--- src/rtl/flappy_pkg.sv ---
// Shared definitions for the flappy game blocks: screen geometry, pipe sizes,
// LFSR constants and the pipe scroller state encoding.
package flappy_pkg;

   localparam int COORD_W  = 11;
   localparam int SCREEN_W = 800;
   localparam int SCREEN_H = 600;
   localparam int PIPE_W   = 72;
   localparam int GAP_H    = 200;

   // Left-shifting Fibonacci LFSR: x^16 + x^14 + x^13 + x^11 + 1
   localparam logic [15:0] LFSR_SEED = 16'hACE1;
   localparam logic [15:0] LFSR_TAPS = 16'hB400;

   typedef enum logic [1:0] {
      IDLE    = 2'd0,
      RUN     = 2'd1,
      UPDATE  = 2'd2,
      STOPPED = 2'd3
   } state_t;

endpackage

--- src/rtl/gap_lfsr.sv ---
// Free-running 16-bit LFSR that supplies pseudo-random gap heights.
// Only rst seeds it, so player timing between restarts adds entropy.
module gap_lfsr
   import flappy_pkg::*;
(
   input  logic        clk,
   input  logic        rst,
   output logic [15:0] q
);

   always_ff @(posedge clk or posedge rst) begin
      if (rst) begin
         q <= LFSR_SEED;
      end else begin
         q <= {q[14:0], ^(q & LFSR_TAPS)};
      end
   end

endmodule

--- src/rtl/pipe_scroller.sv ---
// Moves three pipes left once per frame tick, one pipe per cycle through a
// shared subtract/wrap datapath, respawning wrapped pipes with a random gap.
module pipe_scroller
   import flappy_pkg::*;
#(
   parameter int SPEED           = 4,
   parameter int WRAP_SPAN       = 960,
   parameter int INIT_X0         = 880,
   parameter int INIT_X1         = 1200,
   parameter int INIT_X2         = 1520,
   parameter int GAP_BOT_DEFAULT = 400,
   parameter int GAP_BOT_MIN     = 250,
   parameter int BIRD_X          = 200
)
(
   input  logic               clk,
   input  logic               rst,
   input  logic               frame_tick,
   input  logic               start,
   input  logic               crash,
   input  logic               restart,
   output logic [COORD_W-1:0] bx,
   output logic [COORD_W-1:0] by,
   output logic [COORD_W-1:0] bx2,
   output logic [COORD_W-1:0] by2,
   output logic [COORD_W-1:0] bx3,
   output logic [COORD_W-1:0] by3,
   output logic               busy,
   output logic               score_tick
);

   localparam logic [COORD_W-1:0] SPEED_C  = COORD_W'(SPEED);
   localparam logic [COORD_W-1:0] WRAP_ADD = COORD_W'(WRAP_SPAN - SPEED);
   localparam logic [COORD_W-1:0] GAP_MIN  = COORD_W'(GAP_BOT_MIN);
   localparam logic [COORD_W-1:0] GAP_DEF  = COORD_W'(GAP_BOT_DEFAULT);
   localparam logic [COORD_W-1:0] BIRD_C   = COORD_W'(BIRD_X);
   localparam logic [COORD_W-1:0] X0_C     = COORD_W'(INIT_X0);
   localparam logic [COORD_W-1:0] X1_C     = COORD_W'(INIT_X1);
   localparam logic [COORD_W-1:0] X2_C     = COORD_W'(INIT_X2);

   state_t             state, state_nx;
   logic [1:0]         idx, idx_nx;
   logic               crash_pending, crash_pending_nx;
   logic               do_update;
   logic [COORD_W-1:0] px [3];
   logic [COORD_W-1:0] py [3];
   logic [COORD_W-1:0] cur_x, new_x, new_y;
   logic               wrap, pass;
   logic [15:0]        lfsr_q;
   logic               unused_lfsr_hi;

   gap_lfsr u_gap_lfsr (
      .clk (clk),
      .rst (rst),
      .q   (lfsr_q)
   );

   assign unused_lfsr_hi = ^lfsr_q[15:8];

   // Shared datapath for the pipe selected by idx
   always_comb begin
      cur_x = px[idx];
      wrap  = cur_x < SPEED_C;
      new_x = wrap ? cur_x + WRAP_ADD : cur_x - SPEED_C;
      new_y = wrap ? GAP_MIN + {3'b000, lfsr_q[7:0]} : py[idx];
      pass  = !wrap && (cur_x >= BIRD_C) && (new_x < BIRD_C);
   end

   always_comb begin
      state_nx         = state;
      idx_nx           = idx;
      crash_pending_nx = crash_pending;
      do_update        = 1'b0;
      if (restart) begin
         state_nx         = IDLE;
         idx_nx           = 2'd0;
         crash_pending_nx = 1'b0;
      end else begin
         case (state)
            IDLE: begin
               if (start) state_nx = RUN;
            end
            RUN: begin
               if (crash) begin
                  state_nx = STOPPED;
               end else if (frame_tick) begin
                  state_nx = UPDATE;
                  idx_nx   = 2'd0;
               end
            end
            UPDATE: begin
               do_update = 1'b1;
               if (crash) crash_pending_nx = 1'b1;
               if (idx == 2'd2) begin
                  // Crash seen anywhere in the sweep stops only once all pipes moved
                  state_nx         = (crash_pending || crash) ? STOPPED : RUN;
                  idx_nx           = 2'd0;
                  crash_pending_nx = 1'b0;
               end else begin
                  idx_nx = idx + 2'd1;
               end
            end
            default: state_nx = STOPPED;
         endcase
      end
   end

   always_ff @(posedge clk or posedge rst) begin
      if (rst) begin
         state         <= IDLE;
         idx           <= 2'd0;
         crash_pending <= 1'b0;
         busy          <= 1'b0;
         score_tick    <= 1'b0;
         px[0]         <= X0_C;
         px[1]         <= X1_C;
         px[2]         <= X2_C;
         py[0]         <= GAP_DEF;
         py[1]         <= GAP_DEF;
         py[2]         <= GAP_DEF;
      end else begin
         state         <= state_nx;
         idx           <= idx_nx;
         crash_pending <= crash_pending_nx;
         busy          <= (state_nx == UPDATE);
         score_tick    <= do_update && pass;
         if (restart) begin
            px[0] <= X0_C;
            px[1] <= X1_C;
            px[2] <= X2_C;
            py[0] <= GAP_DEF;
            py[1] <= GAP_DEF;
            py[2] <= GAP_DEF;
         end else if (do_update) begin
            px[idx] <= new_x;
            py[idx] <= new_y;
         end
      end
   end

   assign bx  = px[0];
   assign by  = py[0];
   assign bx2 = px[1];
   assign by2 = py[1];
   assign bx3 = px[2];
   assign by3 = py[2];

endmodule

--- config.mk ---
export PLATFORM = sky130hd
export DESIGN_NAME = pipe_scroller
export DESIGN_NICKNAME = d
export VERILOG_FILES = /design/src/rtl/flappy_pkg.sv /design/src/rtl/gap_lfsr.sv /design/src/rtl/pipe_scroller.sv
export SDC_FILE = /design/constraint.sdc
export NUM_CORES = 1
export LEC_CHECK = 0
export ABC_AREA = 1
export CELL_PAD_IN_SITES_DETAIL_PLACEMENT = 2
export CELL_PAD_IN_SITES_GLOBAL_PLACEMENT = 2
export CORE_UTILIZATION = 35
export DETAILED_ROUTE_END_ITERATION = 7
export PLACE_DENSITY = 0.87
export REMOVE_ABC_BUFFERS = 1
export SYNTH_ARGS = -nofsm -noshare
export SYNTH_HDL_FRONTEND = slang
export SYNTH_HIERARCHICAL = 1
export SYNTH_SLANG_ARGS = --single-unit
--- constraint.sdc ---
create_clock -name clk -period 5.3 [get_ports clk]
set_clock_uncertainty 0.2 [all_clocks]
set_input_delay 1.59 -clock clk [delete_from_list [all_inputs] [get_ports clk]]
set_output_delay 1.59 -clock clk [all_outputs]
set_load 0.02 [all_outputs]
# == Word-level counts from Yosys, hierarchy flattened ==
# Index checks and enable logic that the tools add are counted.
# word_totals
register_bits,89
latchBits,0
ramBits,0
romBits,0
in_bits,6
output_inout_bits,68
word_cells,76
memories,0
# op_classes
addsub,4
n_mul,0
div,0
magnitude_cmp,5
n_eq_ne,6
shift,0
n_mux,34
bitwise,1
n_reduce_logical,14
# op_table
cell,count
$mux W33,4
$mux W11,7
$bwmux W33,2
$bmux W11 S2,2
$demux W11 S2,1
$mux W2,10
$reduce_xor A16 Y1,1
$add A11 B10 Y11 const B,1
$ge A11 B8 Y1 const B,1
$lt A11 B3 Y1 const B,1
$lt A11 B8 Y1 const B,1
$sub A11 B3 Y11 const B,1
$add A8 B8 Y9 const A,1
$eq A2 B2 Y1 const B,3
$mux W1,6
$ne A3 B3 Y1 const B,2
$pmux W2 S3,1
$reduce_bool A3 Y1,2
$logic_and A1 B1 Y1,4
$pmux W2 S2,1
$reduce_bool A2 Y1,2
$ge A3 B3 Y1 const B,1
$lt A3 B1 Y1 const B,1
$not A2 Y3,1
7 further kinds,7

# == Longest topological paths before layout ==
# depth
word_depth,9
depth_mapped,17
depth_no_buf,15

# == Hierarchy ==
# Netlist, hierarchy kept.
# modules_own_cells
mod,n_inst,cells_each,area_each_um2,seq_area_each_um2
pipe_scroller,1,461,3936.3,1856.8
gap_lfsr,1,32,478.0,410.4

# == Least setup slack after synthesis ==
# OpenSTA, ideal clock, no wires.
# synth_timing
path_type,input port to flip-flop
startpoint,input restart
endpoint,register px (netlist bit bx[7])
setup_time_ps,136
arrival_time_ps,2316
setup_slack_ps,2648
path_stages,6
path_buffers,1
cell_sequence,clkinv_1 > nand2_1 > inv_1 > clkbuf_1 > nand2_1 > o21ai_0
# synth_via
elab_chain_len,2
# synth_lines
item,line,rtl
from (decl),pipe_scroller.sv:21,"input logic restart,"
$mux W1,pipe_scroller.sv:74,if (restart) begin
$reduce_bool A2 Y1 (no line),n/a,
"to (signal, indexed assignment)",pipe_scroller.sv:135,px[idx] <= new_x;
to (decl),pipe_scroller.sv:45,logic [COORD_W-1:0] px [3];
# Several ways; a longest one is shown, not always the timed one.
# A chain may end at the register's enable or synchronous reset.

# == Worst setup path after layout ==
# layout_timing
startpoint,input restart
endpoint,register py (netlist bit by[2])
# layout_via
elab_chain_len,2
# layout_lines
item,line,rtl
$mux W1,pipe_scroller.sv:74,
$reduce_bool A2 Y1 (no line),n/a,
"to (signal, indexed assignment)",pipe_scroller.sv:136,py[idx] <= new_y;
to (decl),pipe_scroller.sv:46,logic [COORD_W-1:0] py [3];
# Several ways; a longest one is shown, not always the timed one.

==> results_tabular.tex <==
\begin{tabular}{lr}
\hline
Metric & Value \\
\hline
\multicolumn{2}{l}{\textbf{Status}} \\
\quad Status & complete, no violations \\
\multicolumn{2}{l}{\textbf{Logic synthesis}} \\
\quad Cell variety after synth & 37 \\
\quad Total of flip-flops plus latches after synthesis & 89 \\
\quad Summed instance area of the synthesized netlist & 0.004414 mm2 \\
\quad Share of synthesized area occupied by flip-flops and latches & 0.5136 \\
\quad Average footprint of a synthesized cell & 8.954 um2 \\
\quad Complex-gate fraction of the synthesized area & 0.1403 \\
\quad Post-synthesis simple-gate area fraction & 0.2279 \\
\quad Combinational family with the most area after synthesis & simple AND/OR/NAND/NOR gates \\
\quad Synthesis Warnings & 6 \\
\quad Fraction of synthesized cell area in xor and xnor cells & 0.01587 \\
\quad Portion of netlist area occupied by mux cells & 0 \\
\quad Post-synthesis adder-cell area fraction & 0.008503 \\
\quad Cells after synthesis & 493 \\
\multicolumn{2}{l}{\textbf{Floorplanning}} \\
\quad Die area & 0.01307 mm2 \\
\quad Number of top-level design ports & 74 \\
\quad Chip height & 114.3 um \\
\quad Chip Width & 114.3 um \\
\quad Core footprint & 0.01216 mm2 \\
\quad Std-Cell Rows & 40 \\
\quad Starting density of the core & 0.3630 \\
\multicolumn{2}{l}{\textbf{GRT}} \\
\quad Vias in the first global route & 4345 \\
\quad Global-route wire length before repair & 25200 um \\
\quad Pin count of the biggest net entering global routing & 37 \\
\quad Overflow left after global routing & 0 \\
\quad Overall Global Routing Usage & 0.2608 \\
\quad Antenna violations before repair & 0 \\
\multicolumn{2}{l}{\textbf{Final layout}} \\
\quad Area taken by multi-input logic gates & 0.001733 mm2 \\
\quad Fraction of final layout cells sized beyond drive strength 1 & 0.1793 \\
\quad Area delta synth->final & 26.47\% \\
\quad Number of diodes & 0 \\
\quad \# fillers & 1323 \\
\quad Top library cells by usage in the layout, fill and taps aside & sky130\_fd\_sc\_hd\_\_nand2\_1, sky130\_fd\_sc\_hd\_\_clkdlybuf4s50\_1, sky130\_fd\_sc\_hd\_\_inv\_1 \\
\quad Layout Nets & 573 \\
\quad Finished Layout Cells & 737 \\
\quad Storage cell area & 0.002267 mm2 \\
\quad Most common cell after layout, fill and taps aside & sky130\_fd\_sc\_hd\_\_nand2\_1 \\
\quad Final core utilization & 0.4591 \\
\multicolumn{2}{l}{\textbf{Clock tree}} \\
\quad Max Buffers Root-to-Sink & 2 \\
\quad Clock tree root buffer cell & sky130\_fd\_sc\_hd\_\_clkbuf\_16 \\
\quad Number of clock buffers inserted by TritonCTS & 9 \\
\quad CTS tree & yes \\
\quad Buffers inserted by post-CTS timing repair & 0 \\
\quad Hold-fix buffers, CTS & 0 \\
\quad Clock latency on the worst-skew pair & 350 ps \\
\quad Depth of the CTS H-tree & 3 \\
\quad CTS sink count & 89 \\
\quad Quantity of gates resized following cts & 0 \\
\quad Clock transition at path regs & 60 ps \\
\multicolumn{2}{l}{\textbf{Timing}} \\
\quad Final Critical Period & 4084 ps \\
\quad Unrepaired setup endpoints after global routing & false \\
\quad Count of endpoints failing hold in the final timing report & 0 \\
\quad Sum of negative setup slack & 0 ps \\
\quad Post-route worst setup slack & 1216 ps \\
\quad Final setup violation count & 0 \\
\quad Final Slew Violations & 0 \\
\quad Part of the cycle the worst path needs & 0.7705 \\
\quad Max-slew headroom & 0.4728 \\
\quad Slew at the pin closest to its max-slew limit & 789.7 ps \\
\quad Maximum achievable frequency & 0.2449 GHz \\
\multicolumn{2}{l}{\textbf{Route}} \\
\quad Number of vias after detailed routing & 3941 \\
\quad Detailed router's first-iteration violation count & 153 \\
\quad Detail-routed net length per standard cell & 21.40 um \\
\quad Number of iterations in the first detailed-routing pass & 4 \\
\quad Drt drc & 0 \\
\quad Vias/cell & 5.347 \\
\quad Sum of routed wire length over all layers & 15770 um \\
\quad Number of routed nets with antenna violations & 0 \\
\multicolumn{2}{l}{\textbf{Worst hold path}} \\
\quad Path type of the worst min-delay path & register to register \\
\multicolumn{2}{l}{\textbf{Critical path}} \\
\quad Start-to-end type of the worst setup path & input pin to register \\
\quad Worst-path fanout max & 15 \\
\quad Endpoint class of the critical path & register \\
\quad Critical Path AT & 4090 ps \\
\quad Required time at the worst-slack endpoint & 5300 ps \\
\quad Category of the worst setup path launch point & input pin \\
\multicolumn{2}{l}{\textbf{Pwr}} \\
\quad P\_leak & 2.412 nW \\
\quad Highest ir drop seen on vdd & 184.3 uV \\
\quad Pwr/cell area & 308.1 mW/mm2 \\
\multicolumn{2}{l}{\textbf{Placed design}} \\
\quad Hpwl dp & 10940 um \\
\quad Number of cells after detailed placement & 721 \\
\quad GPL Wtd Cong & 0.8368 \\
\quad Worst slack at placement & 920.6 ps \\
\quad Count of input and output buffers & 73 \\
\multicolumn{2}{l}{\textbf{Job}} \\
\quad Max-cap viol count & 0 \\
\hline
\end{tabular}
==> sequential cells by signal, indices dropped and copies added (netlist names) <==
register and count:
u_gap_lfsr/q 16, bx2 11, bx3 11, bx 11, by2 11, by3 11, by 11, idx 2
state 2, busy 1, crash_pending 1, score_tick 1
==> worst paths after layout <==
path,from,end,slack [ps],depth (start not counted)
min,u_gap_lfsr/q[8]$_DFF_PP0_,u_gap_lfsr/q[9]$_DFF_PP0_,150,0
min reg2reg,u_gap_lfsr/q[8]$_DFF_PP0_,u_gap_lfsr/q[9]$_DFF_PP0_,150,0
max,restart,by[2]$_DFFE_PP0P_,1220,7
max reg2reg,idx[1]$_DFFE_PP0P_,score_tick$_DFF_PP0_,1890,12
max in group asynchronous,rst,bx[4]$_DFFE_PP1P_,2500,3
min in group asynchronous,rst,u_gap_lfsr/q[2]$_DFF_PP0_,1450,2
==> per-layer routing <==
layer,global-route usage,vias up,part of all wire
li1,-,1762,-
met1,0.3199,2047,0.42
met2,0.4566,109,0.51
met3,0.05082,23,0.046
met4,0.09177,0,0.021
met5,0,-,0
==> stage by stage <==
stage,power (W),hold slack [ps],cell area [um2]
after floorplan,0.0009166,131.2,4277
after detailed placement,0.001033,139.5,5263
after global placement,0.001015,137.1,5263
after global routing,0.001792,156.1,5583
after CTS,0.001735,150.4,5583
final,0.001720,148.5,5583
==> kinds of logic (layout without fill, tap and decap cells) <==
group | Yosys count | in the layout
compound gates | 98 | 98
simple gates | 203 | 203
fa+ha+maj | 3 | 3
buf+inv | 92 | 168
flops | 89 | 89
xor+xnor | 8 | 8
==> synth_stat cells (all sizes together) <==
cell type	instances	area share
o31ai	1	0.0017
a21oi	12	0.016
o22a	1	0.0020
buf	13	0.026
dfrtp	57	0.32
a31oi	1	0.0014
dfstp	32	0.19
o21ai	46	0.063
clkbuf	6	0.0051
clkinv	1	0.00085
xnor2	2	0.0040
nand3b	1	0.0017
o22ai	31	0.044
nor2	53	0.056
nor3	6	0.0068
inv	72	0.062
o221ai	6	0.012
nand3	44	0.069
nand4	3	0.0043
xor2	6	0.012
ha	3	0.0085
nand2	96	0.091
==> worst max-delay path, stage by stage <==
cell                              delay (ps)
sky130_fd_sc_hd__clkdlybuf4s50_1         860
sky130_fd_sc_hd__clkinv_1                470
sky130_fd_sc_hd__buf_4                   300
sky130_fd_sc_hd__nand2_1                 310
sky130_fd_sc_hd__inv_1                   290
sky130_fd_sc_hd__nand2_1                 170
sky130_fd_sc_hd__o21ai_1                  80
==> power breakdown <==
group | leakage, nW | internal, W | switching [W]
logic | 1.14 | 0.0000882 | 0.000227
registers | 1.13 | 0.000697 | 0.0000175
clock network | 0.145 | 0.000412 | 0.000278
total | 2.41 | 0.00120 | 0.000523
==> cell type report <==
cell class | count | area share
flip-flops and latches | 89 | 0.4061
multi-input cells | 312 | 0.3104
repair buffers | 79 | 0.1390
inverters | 73 | 0.04953
clock buffers | 9 | 0.04034
well taps | 168 | 0.03765
clock inverters | 7 | 0.01703
No activity file was read; power rests on OpenSTA's default activity.
